===== src/rtl/sram_sc_arbiter_if.sv =====
// Avalon-MM bus bundle shared by both requester ports and the SRAM-side master port.
// Ports: address/read/write/writedata/byteenable flow master->slave;
//        waitrequest/readdata/readdatavalid flow slave->master.
interface sram_sc_arbiter_if #(
   parameter int ADDR_W = 32,
   parameter int DATA_W = 32
);
   logic [ADDR_W-1:0]   address;
   logic                read;
   logic                write;
   logic [DATA_W-1:0]   writedata;
   logic [DATA_W/8-1:0] byteenable;
   logic                waitrequest;
   logic [DATA_W-1:0]   readdata;
   logic                readdatavalid;

   modport master (
      output address, read, write, writedata, byteenable,
      input  waitrequest, readdata, readdatavalid
   );

   modport slave (
      input  address, read, write, writedata, byteenable,
      output waitrequest, readdata, readdatavalid
   );
endinterface


===== src/rtl/sram_sc_arbiter.sv =====
// Two-port Avalon-MM arbiter in front of the SRAM_SC slave: port 0 = histogram engine,
// port 1 = host/debug. Round-robin grant, locked while the winner is stalled; a tag FIFO
// steers each readdatavalid beat back to the requester that issued the read.
// Ports: clk_clk, clk_reset_reset (async, active high); s0/s1 requester buses (slave side);
//        m SRAM bus (master side); err_orphan_rdv sticky flag for a return beat with no tag.
module sram_sc_arbiter #(
   parameter int ADDR_W      = 32,
   parameter int DATA_W      = 32,
   parameter int MAX_PENDING = 4
) (
   input  logic                   clk_clk,
   input  logic                   clk_reset_reset,
   sram_sc_arbiter_if.slave       s0,
   sram_sc_arbiter_if.slave       s1,
   sram_sc_arbiter_if.master      m,
   output logic                   err_orphan_rdv
);

   localparam int PW = $clog2(MAX_PENDING);
   localparam int CW = PW + 1;

   typedef enum logic [1:0] {IDLE, LOCK0, LOCK1} state_t;

   state_t                 state;
   logic                   last;      // port granted by the most recent accepted command
   logic [MAX_PENDING-1:0] tag_mem;   // issuing port of each outstanding read
   logic [PW-1:0]          wr_ptr;
   logic [PW-1:0]          rd_ptr;
   logic [CW-1:0]          count;

   logic [1:0] req;
   logic [1:0] rd_only;               // read without write; write wins when both are high
   logic [1:0] elig;
   logic       fifo_full;
   logic       fifo_empty;
   logic       gnt_vld;
   logic       gnt;
   logic       accept;
   logic       push;
   logic       pop;
   logic       head;

   logic [ADDR_W-1:0]   sel_address;
   logic [DATA_W-1:0]   sel_writedata;
   logic [DATA_W/8-1:0] sel_byteenable;

   assign req[0]     = s0.read | s0.write;
   assign req[1]     = s1.read | s1.write;
   assign rd_only[0] = s0.read & ~s0.write;
   assign rd_only[1] = s1.read & ~s1.write;
   assign fifo_full  = (count == CW'(MAX_PENDING));
   assign fifo_empty = (count == '0);
   // A read with no free tag slot cannot compete; a pop in the same cycle does not help.
   assign elig       = req & ~(rd_only & {2{fifo_full}});

   always_comb begin
      gnt_vld = 1'b0;
      gnt     = 1'b0;
      case (state)
         IDLE: begin
            if (elig[0] && elig[1]) begin
               gnt_vld = 1'b1;
               gnt     = ~last;
            end else if (elig[0]) begin
               gnt_vld = 1'b1;
               gnt     = 1'b0;
            end else if (elig[1]) begin
               gnt_vld = 1'b1;
               gnt     = 1'b1;
            end
         end
         LOCK0: begin
            gnt_vld = elig[0];
            gnt     = 1'b0;
         end
         LOCK1: begin
            gnt_vld = elig[1];
            gnt     = 1'b1;
         end
         default: begin
            gnt_vld = 1'b0;
            gnt     = 1'b0;
         end
      endcase
      // Nothing reaches the SRAM and every requester stalls while reset is held.
      if (clk_reset_reset) gnt_vld = 1'b0;
   end

   // Forward path: winner's command goes out in the same cycle.
   assign sel_address    = gnt ? s1.address    : s0.address;
   assign sel_writedata  = gnt ? s1.writedata  : s0.writedata;
   assign sel_byteenable = gnt ? s1.byteenable : s0.byteenable;

   assign m.address    = sel_address;
   assign m.writedata  = sel_writedata;
   assign m.byteenable = sel_byteenable;
   assign m.read       = gnt_vld & (gnt ? rd_only[1] : rd_only[0]);
   assign m.write      = gnt_vld & (gnt ? s1.write   : s0.write);

   assign accept = gnt_vld & ~m.waitrequest;
   assign push   = accept & m.read;

   assign s0.waitrequest = (gnt_vld && !gnt) ? m.waitrequest : 1'b1;
   assign s1.waitrequest = (gnt_vld &&  gnt) ? m.waitrequest : 1'b1;

   // Return path: head tag picks the destination; an empty FIFO means an orphan beat.
   assign pop  = m.readdatavalid & ~fifo_empty;
   assign head = tag_mem[rd_ptr];

   assign s0.readdatavalid = pop & ~head;
   assign s1.readdatavalid = pop &  head;
   assign s0.readdata      = m.readdata;
   assign s1.readdata      = m.readdata;

   always_ff @(posedge clk_clk or posedge clk_reset_reset) begin
      if (clk_reset_reset) begin
         state          <= IDLE;
         last           <= 1'b1;
         tag_mem        <= '0;
         wr_ptr         <= '0;
         rd_ptr         <= '0;
         count          <= '0;
         err_orphan_rdv <= 1'b0;
      end else begin
         case (state)
            IDLE: begin
               if (gnt_vld && m.waitrequest) state <= gnt ? LOCK1 : LOCK0;
            end
            LOCK0, LOCK1: begin
               // Leave on acceptance, or if the owner withdrew its command.
               if (!gnt_vld || !m.waitrequest) state <= IDLE;
            end
            default: state <= IDLE;
         endcase

         if (accept) last <= gnt;

         if (push) begin
            tag_mem[wr_ptr] <= gnt;
            wr_ptr          <= wr_ptr + PW'(1);
         end
         if (pop) rd_ptr <= rd_ptr + PW'(1);
         count <= count + CW'(push) - CW'(pop);

         if (m.readdatavalid && fifo_empty) err_orphan_rdv <= 1'b1;
      end
   end

endmodule


===== src/flat_wrapper.sv =====
// flat-port wrapper written by rule: the top's interface ports become plain ports
module sram_sc_arbiter_flat 
#(
   parameter int ADDR_W      = 32,
   parameter int DATA_W      = 32,
   parameter int MAX_PENDING = 4
)
  (clk_clk, clk_reset_reset, err_orphan_rdv, s0_address, s0_read, s0_write, s0_writedata, s0_byteenable, s0_waitrequest, s0_readdata, s0_readdatavalid, s1_address, s1_read, s1_write, s1_writedata, s1_byteenable, s1_waitrequest, s1_readdata, s1_readdatavalid, m_address, m_read, m_write, m_writedata, m_byteenable, m_waitrequest, m_readdata, m_readdatavalid);
  sram_sc_arbiter_if #(.ADDR_W(ADDR_W), .DATA_W(DATA_W)) s0_i ();
  sram_sc_arbiter_if #(.ADDR_W(ADDR_W), .DATA_W(DATA_W)) s1_i ();
  sram_sc_arbiter_if #(.ADDR_W(ADDR_W), .DATA_W(DATA_W)) m_i ();
  input  logic clk_clk;
  input  logic clk_reset_reset;
  output logic err_orphan_rdv;
  input wire logic [$bits(s0_i.address)-1:0] s0_address;
  input wire logic [$bits(s0_i.read)-1:0] s0_read;
  input wire logic [$bits(s0_i.write)-1:0] s0_write;
  input wire logic [$bits(s0_i.writedata)-1:0] s0_writedata;
  input wire logic [$bits(s0_i.byteenable)-1:0] s0_byteenable;
  output wire logic [$bits(s0_i.waitrequest)-1:0] s0_waitrequest;
  output wire logic [$bits(s0_i.readdata)-1:0] s0_readdata;
  output wire logic [$bits(s0_i.readdatavalid)-1:0] s0_readdatavalid;
  input wire logic [$bits(s1_i.address)-1:0] s1_address;
  input wire logic [$bits(s1_i.read)-1:0] s1_read;
  input wire logic [$bits(s1_i.write)-1:0] s1_write;
  input wire logic [$bits(s1_i.writedata)-1:0] s1_writedata;
  input wire logic [$bits(s1_i.byteenable)-1:0] s1_byteenable;
  output wire logic [$bits(s1_i.waitrequest)-1:0] s1_waitrequest;
  output wire logic [$bits(s1_i.readdata)-1:0] s1_readdata;
  output wire logic [$bits(s1_i.readdatavalid)-1:0] s1_readdatavalid;
  output wire logic [$bits(m_i.address)-1:0] m_address;
  output wire logic [$bits(m_i.read)-1:0] m_read;
  output wire logic [$bits(m_i.write)-1:0] m_write;
  output wire logic [$bits(m_i.writedata)-1:0] m_writedata;
  output wire logic [$bits(m_i.byteenable)-1:0] m_byteenable;
  input wire logic [$bits(m_i.waitrequest)-1:0] m_waitrequest;
  input wire logic [$bits(m_i.readdata)-1:0] m_readdata;
  input wire logic [$bits(m_i.readdatavalid)-1:0] m_readdatavalid;
  assign s0_i.address = s0_address;
  assign s0_i.read = s0_read;
  assign s0_i.write = s0_write;
  assign s0_i.writedata = s0_writedata;
  assign s0_i.byteenable = s0_byteenable;
  assign s0_waitrequest = s0_i.waitrequest;
  assign s0_readdata = s0_i.readdata;
  assign s0_readdatavalid = s0_i.readdatavalid;
  assign s1_i.address = s1_address;
  assign s1_i.read = s1_read;
  assign s1_i.write = s1_write;
  assign s1_i.writedata = s1_writedata;
  assign s1_i.byteenable = s1_byteenable;
  assign s1_waitrequest = s1_i.waitrequest;
  assign s1_readdata = s1_i.readdata;
  assign s1_readdatavalid = s1_i.readdatavalid;
  assign m_address = m_i.address;
  assign m_read = m_i.read;
  assign m_write = m_i.write;
  assign m_writedata = m_i.writedata;
  assign m_byteenable = m_i.byteenable;
  assign m_i.waitrequest = m_waitrequest;
  assign m_i.readdata = m_readdata;
  assign m_i.readdatavalid = m_readdatavalid;
  sram_sc_arbiter #(.ADDR_W(ADDR_W), .DATA_W(DATA_W), .MAX_PENDING(MAX_PENDING)) u_core (.clk_clk(clk_clk), .clk_reset_reset(clk_reset_reset), .s0(s0_i), .s1(s1_i), .m(m_i), .err_orphan_rdv(err_orphan_rdv));
endmodule

===== config.mk =====
export PLATFORM = sky130hd
export DESIGN_NAME = sram_sc_arbiter_flat
export DESIGN_NICKNAME = d
export VERILOG_FILES = /design/src/rtl/sram_sc_arbiter_if.sv /design/src/rtl/sram_sc_arbiter.sv /design/src/flat_wrapper.sv
export SDC_FILE = /design/constraint.sdc
export NUM_CORES = 1
export LEC_CHECK = 0
export BUFFER_PORTS_ARGS = -buffer_cell sky130_fd_sc_hd__buf_4
export CAP_MARGIN = 10
export CELL_PAD_IN_SITES_DETAIL_PLACEMENT = 1
export CELL_PAD_IN_SITES_GLOBAL_PLACEMENT = 2
export CORE_MARGIN = 5
export CORE_UTILIZATION = 14
export DETAILED_ROUTE_END_ITERATION = 8
export GPL_TIMING_DRIVEN = 0
export PLACE_DENSITY = 0.84
export SYNTH_ARGS = -nofsm -noshare
export SYNTH_HDL_FRONTEND = slang
export SYNTH_SLANG_ARGS = --single-unit

===== constraint.sdc =====
create_clock -name clk_clk -period 3.2 [get_ports clk_clk]
set_input_delay 0.64 -clock clk_clk [delete_from_list [all_inputs] [get_ports clk_clk]]
set_output_delay 0.64 -clock clk_clk [all_outputs]
set_load 0.005 [all_outputs]

==> out/metrics.cfg <==
[status]
status=complete, no violations

[synth]
synth_top_family_by_area=multiplexers
synth_cell_type_count=35
dominantRegCellSynth=dfrtp_1
synth-simple-area-share_pct=6.27
synth_fa_ha_area_share_pct=6.22
async_flop_share_pct=100
syn_area_mm2=0.00233
yosysWarningCount=0
synthesis.nets=426
yosys-top-cells-count=68 x mux2_2, 64 x buf_4, 14 x dfrtp_1
ys_ff_latch=15
synth.most_common_cell=mux2_2
synth_area_leader_cell=mux2_2
synthCells=239
netlist_top_cells_area=mux2_2 33%, buf_4 21%, dfrtp_1 15%, ha_1 5.4%, buf_6 3.4%
synth_compound_area_share_pct=8.90
synth_xor_area_share_pct=1.88
yosysTopAreaCellShare_pct=32.8
synth_edf_count=0
synth_area_per_cell_um2=9.76
yosysSeqAreaShare_pct=16.1
synthMuxAreaShare_pct=34.6

[worst_setup_path]
endpoint_kind=output port
cpMaxStageDelayCell=dfrtp_1
crit_path_cell_trace=inv_1 -> ha_2 -> a21boi_0 -> a21boi_2 -> a21oi_4 -> buf_12 -> buf_6 -> mux2_2 -> buf_4
crit_fanout=10
crit_arrival_ps=2420
reg2regPathDepth=9
cpPeakStageDelay_ps=420
startpoint_type=flip-flop
cp.required_ps=2560
path_class=flip-flop to output port

[timing]
hold_violations=0
setup_violations=0
fin_hold_ws_ps=467
tightest_slew_ps=612
fin_crit_ps=3060
relSlewSlack_pct=59.1
fmax_mhz=327
final.period_utilization_pct=95.5
clock_skew_ps=1.45
timing.final.max_slew_violations=0
rsz0062_at_grt=no
fin_tns_setup_ps=0

[clocking]
clk_latency_ps=250
clock-root-buffer=clkbuf_16
cts_hold_buf=0
path_clk_slew_ps=50
cts_made_buffers=3
htree_levels=1
clk_path_buf_depth=2
cts_num_sinks=15
cts_tree=done

[routing]
viasPerCell=3.78
drt_pass1_iterations=4
vias=2826
first_iter_violations=41
wirelength_um=12300
wl_per_cell_um=16.4
route.detailed.drc=0
ant_nets=0

[finish]
n_fill_cell=1968
areaGrowthSynthToFinish_pct=107
utilization_pct=29.4
diodes=0
fin_nets=715
seq_area_um2=377
layout-drive-gt1-share_pct=83.1
multi_input_area_mm2=0.00136
fin_cells=747

[power]
power_frac_seq_pct=11.6
ir_drop_uv=280
p_leak_uw=0.00249
power_density_mw_per_mm2=673
intPower_uw=2060
p_sw_uw=1200
swShare_pct=36.8
clock_power_share_pct=7.7
pwr-share-comb_pct=80.7

[floorplan]
die_area_mm2=0.0194
ios=315
coreArea_mm2=0.0165
start_util_pct=14.2
die_w_um=139
die_h_um=139
core.rowCount=47

[global_routing]
grt_pass1_vias=3215
antenna_found_initial=0
grt_usage_pct=11.7
grt_pass1_wl_um=18400
grt_max_degree=16
overflow=0

[placed_design]
post-dp-hpwl_um=11200
io_buffers=282
gp_congestion=0.900
place_inst=741

[hold_path]
hold_depth=1
hold_path_class=flip-flop to flip-flop

[run]
drv_cap=0

-- path summary, 6_finish.rpt --
kind,start,to,slack [ps]
max in group asynchronous,clk_reset_reset,u_core.count[0]$_DFF_PP0_,2320
setup / recovery,u_core.state[1]$_DFFE_PP0P_,m_writedata[25],140
hold reg to reg,u_core.err_orphan_rdv$_DFFE_PP0P_,u_core.err_orphan_rdv$_DFFE_PP0P_,470
hold / removal,u_core.err_orphan_rdv$_DFFE_PP0P_,u_core.err_orphan_rdv$_DFFE_PP0P_,470
min in group asynchronous,clk_reset_reset,u_core.state[0]$_DFFE_PP0P_,480
setup reg to reg,u_core.count[0]$_DFF_PP0_,u_core.count[2]$_DFF_PP0_,420
-- power groups by stage --
stage               clock network, uW  logic, uW  registers (uW)
floorplan                           0       1460             356
global placement                    0       2550             373
detailed placement                  0       2610             384
CTS                               258       2690             381
global route                      266       2850             394
finish                            252       2630             378
-- final cells by class --
| type | instances | area share, % |
|---|---|---|
| buffer | 72 | 11.7 |
| clock inverter | 1 | 0.103 |
| tap | 220 | 5.69 |
| timing repair buffer | 284 | 44.3 |
| inverter | 11 | 0.853 |
| multi-input combinational | 141 | 28.1 |
| clock buffer | 3 | 1.55 |
| sequential | 15 | 7.78 |
-- cells by family after synthesis --
logic type | count (synthesis)
DFF | 15
and+or+nand+nor | 27
muxes | 71
AOI/OAI and AO/OA | 27
adders and majority gates | 11
xor gates and xnor gates | 5
buffers and inverters | 83
-- through the flow --
stage / power [uW] / setup slack (ps) / area [um2]
finish: 3260 / 144 / 4840
global route: 3510 / 14.6 / 4840
CTS: 3320 / 91.6 / 4830
detailed placement: 3000 / 110 / 4730
global placement: 2920 / 181 / 4730
floorplan: 1810 / 468 / 2330
-- sequential cells by signal, indices dropped and copies added, names as in the netlist --
| name | count |
|---|---|
| u_core.count | 3 |
| u_core.err_orphan_rdv | 1 |
| u_core.last | 1 |
| u_core.rd_ptr | 2 |
| u_core.state | 2 |
| u_core.tag_mem | 4 |
| u_core.wr_ptr | 2 |
-- repair_timing --
action | CTS | global route
buffers inserted | 2 | 0
pin swaps | 1 | 0
gates resized for setup | 0 | 2
endpoints found under the setup margin | 67 | 61
-- routing by layer --
metal	vias up	wire (um)	global-route usage, %
met5	-	0	0
met4	0	218	2.57
met3	13	870	2.48
met2	157	6820	23.4
met1	1310	4350	12.5
li1	1346	-	-
-- cell usage in the layout (no fill, tap or decap), drive strengths merged, types with 5 or more instances in the layout --
cell	Yosys	layout
nor2	7	7
ha	10	10
nand2	7	7
inv	11	11
a21oi	5	5
mux2	68	68
a31oi	5	5
dfrtp	14	14
xnor2	5	5
buf	72	356
-- critical path: cells and delay by family, from the launching register on --
| kind | cells | cell delay, ps |
|---|---|---|
| compound gates | 3 | 650 |
| buf+inv | 4 | 550 |
| flops | 1 | 420 |
| mux | 1 | 310 |
| fa+ha+maj | 1 | 230 |
Note: power is estimated with default switching activity, not from simulation.
